[config.mk]
export PLATFORM = sky130hd
export DESIGN_NAME = neureka_evt_collector_flat
export DESIGN_NICKNAME = d
export VERILOG_FILES = /design/src/rtl/neureka_evt_collector_if.sv /design/src/rtl/neureka_evt_collector.sv /design/src/flat_wrapper.sv
export SDC_FILE = /design/constraint.sdc
export NUM_CORES = 1
export LEC_CHECK = 0
export ABC_AREA = 1
export CORE_MARGIN = 10
export CORE_UTILIZATION = 30
export DETAILED_ROUTE_END_ITERATION = 12
export GPL_ROUTABILITY_DRIVEN = 0
export SLEW_MARGIN = 20
export SYNTH_ARGS = -nofsm -noshare
export SYNTH_HDL_FRONTEND = slang
export SYNTH_SLANG_ARGS = --single-unit
[constraint.sdc]
create_clock -name clk_i -period 5.6 [get_ports clk_i]
set_input_delay 0.56 -clock clk_i [delete_from_list [all_inputs] [get_ports clk_i]]
set_output_delay 0.56 -clock clk_i [all_outputs]
set_load 0.01 [all_outputs]
[src/rtl/neureka_evt_collector_if.sv]
// -----------------------------------------------------------------------------
// neureka_evt_collector_if
//   Bundles the accelerator-facing event/busy inputs, the coalescing controls
//   and the interrupt/perf outputs of the event collector.
//
//   Signals (directions as seen by the collector, modport slave):
//     clear_i            in   synchronous clear of all collector state
//     evt_i              in   raw one-cycle event pulses [core][event]
//     busy_i             in   accelerator busy flag
//     coal_thr_i         in   coalescing threshold (0/1 = no coalescing)
//     timeout_i          in   coalescing timeout in cycles (0 = disabled)
//     evt_o              out  coalesced one-cycle event pulses [core][event]
//     busy_cycles_o      out  cumulative busy cycles, saturating
//     job_cnt_o          out  completed jobs, wrapping
//     last_job_cycles_o  out  duration of the last completed job, saturating
//     overflow_o         out  sticky pending-counter saturation flag
//
//   modport master: the side driving the accelerator events (top-level / bench)
//   modport slave : the collector itself
// -----------------------------------------------------------------------------
interface neureka_evt_collector_if #(
    parameter int unsigned N_CORES       = 8,
    parameter int unsigned REGFILE_N_EVT = 2,
    parameter int unsigned EVT_CNT_W     = 4,
    parameter int unsigned CNT_W         = 32,
    parameter int unsigned TO_W          = 16
);
    logic                                      clear_i;
    logic [N_CORES-1:0][REGFILE_N_EVT-1:0]     evt_i;
    logic                                      busy_i;
    logic [EVT_CNT_W-1:0]                      coal_thr_i;
    logic [TO_W-1:0]                           timeout_i;
    logic [N_CORES-1:0][REGFILE_N_EVT-1:0]     evt_o;
    logic [CNT_W-1:0]                          busy_cycles_o;
    logic [CNT_W-1:0]                          job_cnt_o;
    logic [CNT_W-1:0]                          last_job_cycles_o;
    logic                                      overflow_o;

    modport master (
        output clear_i, evt_i, busy_i, coal_thr_i, timeout_i,
        input  evt_o, busy_cycles_o, job_cnt_o, last_job_cycles_o, overflow_o
    );

    modport slave (
        input  clear_i, evt_i, busy_i, coal_thr_i, timeout_i,
        output evt_o, busy_cycles_o, job_cnt_o, last_job_cycles_o, overflow_o
    );
endinterface

[src/rtl/neureka_evt_collector.sv]
// -----------------------------------------------------------------------------
// neureka_evt_collector
//   Coalesces raw per-core completion events from the accelerator into
//   per-core interrupt pulses (programmable count threshold plus an
//   end-of-job flush) and keeps job-level performance counters.
//
//   Ports:
//     clk_i    in  clock
//     rst_ni   in  synchronous active-low reset
//     evt_bus  neureka_evt_collector_if.slave (events, busy, controls, outputs)
//
//   Optional feature macro: NEUREKA_EVT_TIMEOUT_EN
//     defined   : a global timer forces a flush after timeout_i cycles of
//                 pending events (timeout_i = 0 disables it)
//     undefined : timeout_i is ignored; flush only from the FSM FLUSH state
// -----------------------------------------------------------------------------
module neureka_evt_collector #(
    parameter int unsigned N_CORES       = 8,
    parameter int unsigned REGFILE_N_EVT = 2,
    parameter int unsigned EVT_CNT_W     = 4,
    parameter int unsigned CNT_W         = 32,
    parameter int unsigned TO_W          = 16
) (
    input  logic                      clk_i,
    input  logic                      rst_ni,
    neureka_evt_collector_if.slave    evt_bus
);

    typedef enum logic [1:0] {
        IDLE  = 2'd0,
        BUSY  = 2'd1,
        FLUSH = 2'd2
    } state_e;

    localparam logic [EVT_CNT_W-1:0] PEND_MAX = '1;

    state_e                                r_state;
    state_e                                w_state_nxt;
    logic                                  w_clr;
    logic                                  w_fsm_flush;
    logic                                  w_job_start;
    logic                                  w_in_busy;
    logic                                  w_job_end;
    logic                                  w_flush;
    logic [EVT_CNT_W-1:0]                  w_thr;
    logic [N_CORES-1:0][REGFILE_N_EVT-1:0] w_fire;

    logic [EVT_CNT_W-1:0]                  r_pend [N_CORES][REGFILE_N_EVT];
    logic [N_CORES-1:0][REGFILE_N_EVT-1:0] r_evt_o;
    logic                                  r_overflow;
    logic [CNT_W-1:0]                      r_cur_cycles;
    logic [CNT_W-1:0]                      r_busy_cycles;
    logic [CNT_W-1:0]                      r_job_cnt;
    logic [CNT_W-1:0]                      r_last_job;

    // Reset and clear are indistinguishable for every register.
    assign w_clr = !rst_ni || evt_bus.clear_i;

    function automatic logic [CNT_W-1:0] sat_inc(input logic [CNT_W-1:0] v);
        return (&v) ? v : v + CNT_W'(1);
    endfunction

    // ------------------------------------------------------------------ FSM
    always_ff @(posedge clk_i) begin
        if (w_clr) r_state <= IDLE;
        else       r_state <= w_state_nxt;
    end

    always_comb begin
        w_state_nxt = r_state;
        case (r_state)
            IDLE:    if (evt_bus.busy_i)  w_state_nxt = BUSY;
            BUSY:    if (!evt_bus.busy_i) w_state_nxt = FLUSH;
            FLUSH:   w_state_nxt = evt_bus.busy_i ? BUSY : IDLE;
            default: w_state_nxt = IDLE;
        endcase
    end

    always_comb begin
        w_fsm_flush = (r_state == FLUSH);
        w_job_start = ((r_state == IDLE) || (r_state == FLUSH)) && evt_bus.busy_i;
        w_in_busy   = (r_state == BUSY) && evt_bus.busy_i;
        w_job_end   = (r_state == BUSY) && !evt_bus.busy_i;
    end

    // -------------------------------------------------------- perf counters
    always_ff @(posedge clk_i) begin
        if (w_clr) begin
            r_cur_cycles  <= '0;
            r_busy_cycles <= '0;
            r_job_cnt     <= '0;
            r_last_job    <= '0;
        end else begin
            if (w_job_start) begin
                r_cur_cycles  <= CNT_W'(1);
                r_busy_cycles <= sat_inc(r_busy_cycles);
            end else if (w_in_busy) begin
                r_cur_cycles  <= sat_inc(r_cur_cycles);
                r_busy_cycles <= sat_inc(r_busy_cycles);
            end
            if (w_job_end) begin
                r_job_cnt  <= r_job_cnt + CNT_W'(1);
                r_last_job <= r_cur_cycles;
            end
        end
    end

    // ------------------------------------------------------- flush sources
`ifdef NEUREKA_EVT_TIMEOUT_EN
    logic [TO_W-1:0] r_timer;
    logic            w_any_pend;
    logic            w_to_flush;

    always_comb begin
        w_any_pend = 1'b0;
        for (int unsigned c = 0; c < N_CORES; c++) begin
            for (int unsigned e = 0; e < REGFILE_N_EVT; e++) begin
                w_any_pend = w_any_pend | (r_pend[c][e] != '0);
            end
        end
    end

    assign w_to_flush = w_any_pend && (evt_bus.timeout_i != '0) &&
                        (r_timer == evt_bus.timeout_i);

    always_ff @(posedge clk_i) begin
        if (w_clr || !w_any_pend || (evt_bus.timeout_i == '0) || w_to_flush)
            r_timer <= '0;
        else
            r_timer <= r_timer + TO_W'(1);
    end

    assign w_flush = w_fsm_flush | w_to_flush;
`else
    logic w_unused_timeout;
    assign w_unused_timeout = ^evt_bus.timeout_i;
    assign w_flush          = w_fsm_flush;
`endif

    // ------------------------------------------------- coalescing counters
    assign w_thr = (evt_bus.coal_thr_i == '0) ? EVT_CNT_W'(1) : evt_bus.coal_thr_i;

    always_comb begin
        w_fire = '0;
        for (int unsigned c = 0; c < N_CORES; c++) begin
            for (int unsigned e = 0; e < REGFILE_N_EVT; e++) begin
                w_fire[c][e] = (r_pend[c][e] != '0) &&
                               ((r_pend[c][e] >= w_thr) || w_flush);
            end
        end
    end

    // A counter at max always fires (thr can never exceed max), so a new
    // event landing on a saturated counter is flagged even though it is
    // kept as the fresh pending count of 1.
    always_ff @(posedge clk_i) begin
        if (w_clr) begin
            r_evt_o    <= '0;
            r_overflow <= 1'b0;
            for (int unsigned c = 0; c < N_CORES; c++) begin
                for (int unsigned e = 0; e < REGFILE_N_EVT; e++) begin
                    r_pend[c][e] <= '0;
                end
            end
        end else begin
            r_evt_o <= w_fire;
            for (int unsigned c = 0; c < N_CORES; c++) begin
                for (int unsigned e = 0; e < REGFILE_N_EVT; e++) begin
                    if (w_fire[c][e])
                        r_pend[c][e] <= evt_bus.evt_i[c][e] ? EVT_CNT_W'(1) : '0;
                    else if (evt_bus.evt_i[c][e] && (r_pend[c][e] != PEND_MAX))
                        r_pend[c][e] <= r_pend[c][e] + EVT_CNT_W'(1);
                    if (evt_bus.evt_i[c][e] && (r_pend[c][e] == PEND_MAX))
                        r_overflow <= 1'b1;
                end
            end
        end
    end

    // -------------------------------------------------------------- outputs
    assign evt_bus.evt_o             = r_evt_o;
    assign evt_bus.busy_cycles_o     = r_busy_cycles;
    assign evt_bus.job_cnt_o         = r_job_cnt;
    assign evt_bus.last_job_cycles_o = r_last_job;
    assign evt_bus.overflow_o        = r_overflow;

endmodule

[src/flat_wrapper.sv]
// flat-port wrapper written by rule: the top's interface ports become plain ports
module neureka_evt_collector_flat 
#(
    parameter int unsigned N_CORES       = 8,
    parameter int unsigned REGFILE_N_EVT = 2,
    parameter int unsigned EVT_CNT_W     = 4,
    parameter int unsigned CNT_W         = 32,
    parameter int unsigned TO_W          = 16
)
  (clk_i, rst_ni, evt_bus_clear_i, evt_bus_evt_i, evt_bus_busy_i, evt_bus_coal_thr_i, evt_bus_timeout_i, evt_bus_evt_o, evt_bus_busy_cycles_o, evt_bus_job_cnt_o, evt_bus_last_job_cycles_o, evt_bus_overflow_o);
  neureka_evt_collector_if #(.N_CORES(N_CORES), .REGFILE_N_EVT(REGFILE_N_EVT), .EVT_CNT_W(EVT_CNT_W), .CNT_W(CNT_W), .TO_W(TO_W)) evt_bus_i ();
  input  logic clk_i;
  input  logic rst_ni;
  input wire logic [$bits(evt_bus_i.clear_i)-1:0] evt_bus_clear_i;
  input wire logic [$bits(evt_bus_i.evt_i)-1:0] evt_bus_evt_i;
  input wire logic [$bits(evt_bus_i.busy_i)-1:0] evt_bus_busy_i;
  input wire logic [$bits(evt_bus_i.coal_thr_i)-1:0] evt_bus_coal_thr_i;
  input wire logic [$bits(evt_bus_i.timeout_i)-1:0] evt_bus_timeout_i;
  output wire logic [$bits(evt_bus_i.evt_o)-1:0] evt_bus_evt_o;
  output wire logic [$bits(evt_bus_i.busy_cycles_o)-1:0] evt_bus_busy_cycles_o;
  output wire logic [$bits(evt_bus_i.job_cnt_o)-1:0] evt_bus_job_cnt_o;
  output wire logic [$bits(evt_bus_i.last_job_cycles_o)-1:0] evt_bus_last_job_cycles_o;
  output wire logic [$bits(evt_bus_i.overflow_o)-1:0] evt_bus_overflow_o;
  assign evt_bus_i.clear_i = evt_bus_clear_i;
  assign evt_bus_i.evt_i = evt_bus_evt_i;
  assign evt_bus_i.busy_i = evt_bus_busy_i;
  assign evt_bus_i.coal_thr_i = evt_bus_coal_thr_i;
  assign evt_bus_i.timeout_i = evt_bus_timeout_i;
  assign evt_bus_evt_o = evt_bus_i.evt_o;
  assign evt_bus_busy_cycles_o = evt_bus_i.busy_cycles_o;
  assign evt_bus_job_cnt_o = evt_bus_i.job_cnt_o;
  assign evt_bus_last_job_cycles_o = evt_bus_i.last_job_cycles_o;
  assign evt_bus_overflow_o = evt_bus_i.overflow_o;
  neureka_evt_collector #(.N_CORES(N_CORES), .REGFILE_N_EVT(REGFILE_N_EVT), .EVT_CNT_W(EVT_CNT_W), .CNT_W(CNT_W), .TO_W(TO_W)) u_core (.clk_i(clk_i), .rst_ni(rst_ni), .evt_bus(evt_bus_i));
endmodule
==> results.yml <==
drt:
  viasPerCell: 4.767
  drt_iter0_markers: 646
  wl_um: 35000
  drc: 0
  vias: 11620
  drt_pass1_iterations: 5
  wire_per_inst_um: 14.36
  ant_nets: 0
logic_synthesis:
  synth-simple-area-share_pct: 30.82
  synth_cell_type_count: 44
  synthXorXnorAreaFrac_pct: 4.554
  yosysWarnings: 0
  synthMuxAreaShare_pct: 0
  synth_compound_area_share_pct: 7.975
  syn-cell-area_um2: 12690
  synth_top_family_by_area: "simple AND/OR/NAND/NOR gates"
  avgSynthCellArea_um2: 7.290
  syn_inst: 1741
  synth_seq_cells: 211
  yosysSeqAreaShare_pct: 38.09
  synth_fa_ha_area_share_pct: 9.759
  synth_fp_nets: 1880
clock_network:
  cts.clk_slew.worst_paths_ns: 0.06
  cts_sinks: 211
  tritoncts: "done"
  clock_latency_ns: 0.55
  htreeDepth: 1
  cts_buffers: 28
  cts_resized: 0
  cts_buffer_depth: 3
  holdBufCountCts: 0
  post_cts_buffers: 0
  clock-root-buffer: "clkbuf_16"
sta:
  setup_violations: 0
  worstMarginPinSlew_ns: 0.9895
  fmax_ghz: 0.3350
  fin_crit_sh_pct: 53.30
  rsz0062_at_grt: "no"
  finClkSkew_ns: 0.01221
  period_needed_ns: 2.985
  hold_viol_final: 0
  tns_ns: 0
  slew_viol_final: 0
  slew_headroom_pct: 33.62
  fin_hold_ws_ns: 0.4679
die:
  num_rows: 75
  pin_count: 153
  start_util_pct: 30.33
  dieArea_um2: 50930
  die_height_um: 225.7
  core-area_um2: 41850
  fp.dieW_um: 225.7
min_path:
  min_from: "u_core.evt_bus.last_job_cycles_o[11]"
  hold_class: "reg2reg"
  min_path_cells: 2
global_route:
  track_usage_pct: 13.34
  grt_pass1_wl_um: 56240
  grt_pass1_vias: 11120
  grt_max_degree: 51
  antenna_found_initial: 1
  grt.overflow.total: 0
power:
  powerDensity_nw_per_um2: 256.1
  vdd_drop_max_mv: 0.2020
  p_leak_nw: 6.269
layout:
  final_cell_mix: "438 x nand2_1, 239 x inv_1, 214 x nor2_1"
  area_growth_pct: 22.65
  n_fill_cell: 4367
  final_common_cell: "nand2_1"
  nNetsFinal: 2015
  drive_gt1_share_pct: 4.797
outcome:
  status: "finished clean"
setup_path:
  crit_arrival_ns: 3.28
  required_ns: 5.89
  r2r_start: "u_core.r_state[1]"
  critPathKind: "in2reg"
  cp_max_fo: 16
  endpoint_kind: "flop"
  start_kind: "input pin"
  rr_worst_depth: 6
  crit_path_start: "evt_bus_coal_thr_i[2]"
flow_run:
  max-cap-violations: 0
placed_design:
  place_hpwl_um: 25890
  port-buffer-count: 136
-- state kept, by name, indices dropped and copies added, names as in the netlist --
register,count
u_core.r_pend,64
u_core.evt_bus.job_cnt_o,32
u_core.evt_bus.evt_o,16
u_core.evt_bus.busy_cycles_o,32
u_core.evt_bus.overflow_o,1
u_core.r_state,2
u_core.r_cur_cycles,32
u_core.evt_bus.last_job_cycles_o,32
-- cell families (layout without fill, tap and decap cells) --
| kind of cell | Yosys count | count (layout) |
|---|---|---|
| AOI/OAI and AO/OA | 188 | 188 |
| xor gates and xnor gates | 66 | 66 |
| adders and majority gates | 99 | 99 |
| buffers and inverters | 284 | 440 |
| DFF | 211 | 211 |
| other | 0 | 1 |
| and+or+nand+nor | 893 | 893 |
-- Yosys cell counts --
| library cell | count | area, µm² |
|---|---|---|
| ha_1 | 99 | 1239 |
| buf_2 | 7 | 35.03 |
| a21boi_0 | 1 | 7.510 |
| a31o_2 | 1 | 8.760 |
| nand4_1 | 53 | 331.6 |
| a31oi_1 | 3 | 18.77 |
| o21ai_0 | 52 | 260.3 |
| a211oi_1 | 2 | 15.01 |
| buf_1 | 7 | 26.28 |
| a21oi_1 | 104 | 520.5 |
| clkbuf_2 | 1 | 5.000 |
| clkinv_1 | 1 | 3.750 |
| o31ai_1 | 7 | 52.55 |
| inv_2 | 5 | 18.77 |
| nor3_2 | 2 | 20.02 |
| xor2_1 | 51 | 446.7 |
| nor2_1 | 215 | 807.0 |
| nand3_2 | 3 | 30.03 |
| xnor2_1 | 15 | 131.4 |
| o2111ai_1 | 1 | 8.760 |
| nor3b_1 | 22 | 165.2 |
| inv_1 | 240 | 900.9 |
| o21bai_1 | 2 | 15.01 |
| buf_4 | 1 | 7.510 |
| a21o_1 | 1 | 7.510 |
| o21ai_1 | 2 | 10.01 |
| nand3_1 | 77 | 385.4 |
| nand3_4 | 1 | 17.52 |
| nand2_1 | 438 | 1644 |
| nor3_1 | 53 | 265.3 |
| nand2_2 | 8 | 50.05 |
| nor2_4 | 7 | 78.83 |
| o211ai_1 | 7 | 52.55 |
| o22ai_1 | 2 | 12.51 |
| and3_1 | 5 | 31.28 |
| nor2_2 | 3 | 18.77 |
| clkbuf_1 | 17 | 63.81 |
| buf_6 | 5 | 56.30 |
| nand2_4 | 2 | 22.52 |
| o21a_1 | 3 | 22.52 |
| or2_2 | 1 | 6.260 |
| nor3b_2 | 3 | 37.54 |
| edfxtp_1 | 61 | 1832 |
| dfxtp_1 | 150 | 3003 |
-- layer usage --
metal,part of all wire (%),GRT usage (%),up-vias
li1,-,-,5928
met1,44,16.20,5357
met2,47,22.96,283
met3,7.3,3.515,49
met4,1.8,3.312,0
met5,0,0,-
-- report_power, final --
part	total [mW]	switching, mW	internal, mW	leakage, nW
logic	0.418	0.259	0.159	3.90
registers	1.69	0.0592	1.64	1.89
clock network	1.87	0.711	1.16	0.478
total	3.99	1.03	2.96	6.27
-- through the flow --
stage / std cells / util (%) / instance area, µm² / power, mW / worst slack, ns
2_1_floorplan: 1741 / - / 12690 / 2.013 / 2.960
3_3_place_gp: 2385 / 34.87 / 14590 / 2.129 / 1.980
3_5_place_dp: 2385 / 34.87 / 14590 / 2.148 / 2.009
4_1_cts: 2436 / 37.19 / 15560 / 4.054 / 2.571
5_1_grt: 2436 / 37.19 / 15560 / 4.183 / 2.313
6_report: 2437 / 37.20 / 15570 / 3.986 / 2.615
-- path summary, 6_finish.rpt --
check	to	slack (ns)
hold reg to reg	u_core.evt_bus.last_job_cycles_o[11]	0.47
hold / removal	u_core.evt_bus.last_job_cycles_o[11]	0.47
setup reg to reg	u_core.evt_bus.last_job_cycles_o[6]	3.03
setup / recovery	u_core.r_pend[0][16]	2.62
-- critical path: stages --
cell and delay (ns):
clkdlybuf4s50_1 0.44, inv_1 0.07, buf_4 0.27, a31o_2 0.54, ha_1 0.32, o21ai_0 0.16
nand2_1 0.07, nand2_1 0.06, nand2_1 0.06, nand3_1 0.09, nand2_1 0.08, nor2_1 0.13
nand3_2 0.11, nor2_4 0.25, nor2_1 0.07
-- area by class of cell --
class	count	area, µm²	share of cell area [%]
Tap cell	539	674.4	4.332
Multi-Input combinational cell	1246	6748	43.35
Clock buffer	40	827.0	5.313
Clock inverter	11	143.9	0.9243
Timing Repair Buffer	143	1414	9.082
Antenna cell	1	2.502	0.01607
Inverter	246	923.4	5.932
Sequential cell	211	4835	31.06
No activity file was read; power rests on OpenSTA's default activity.
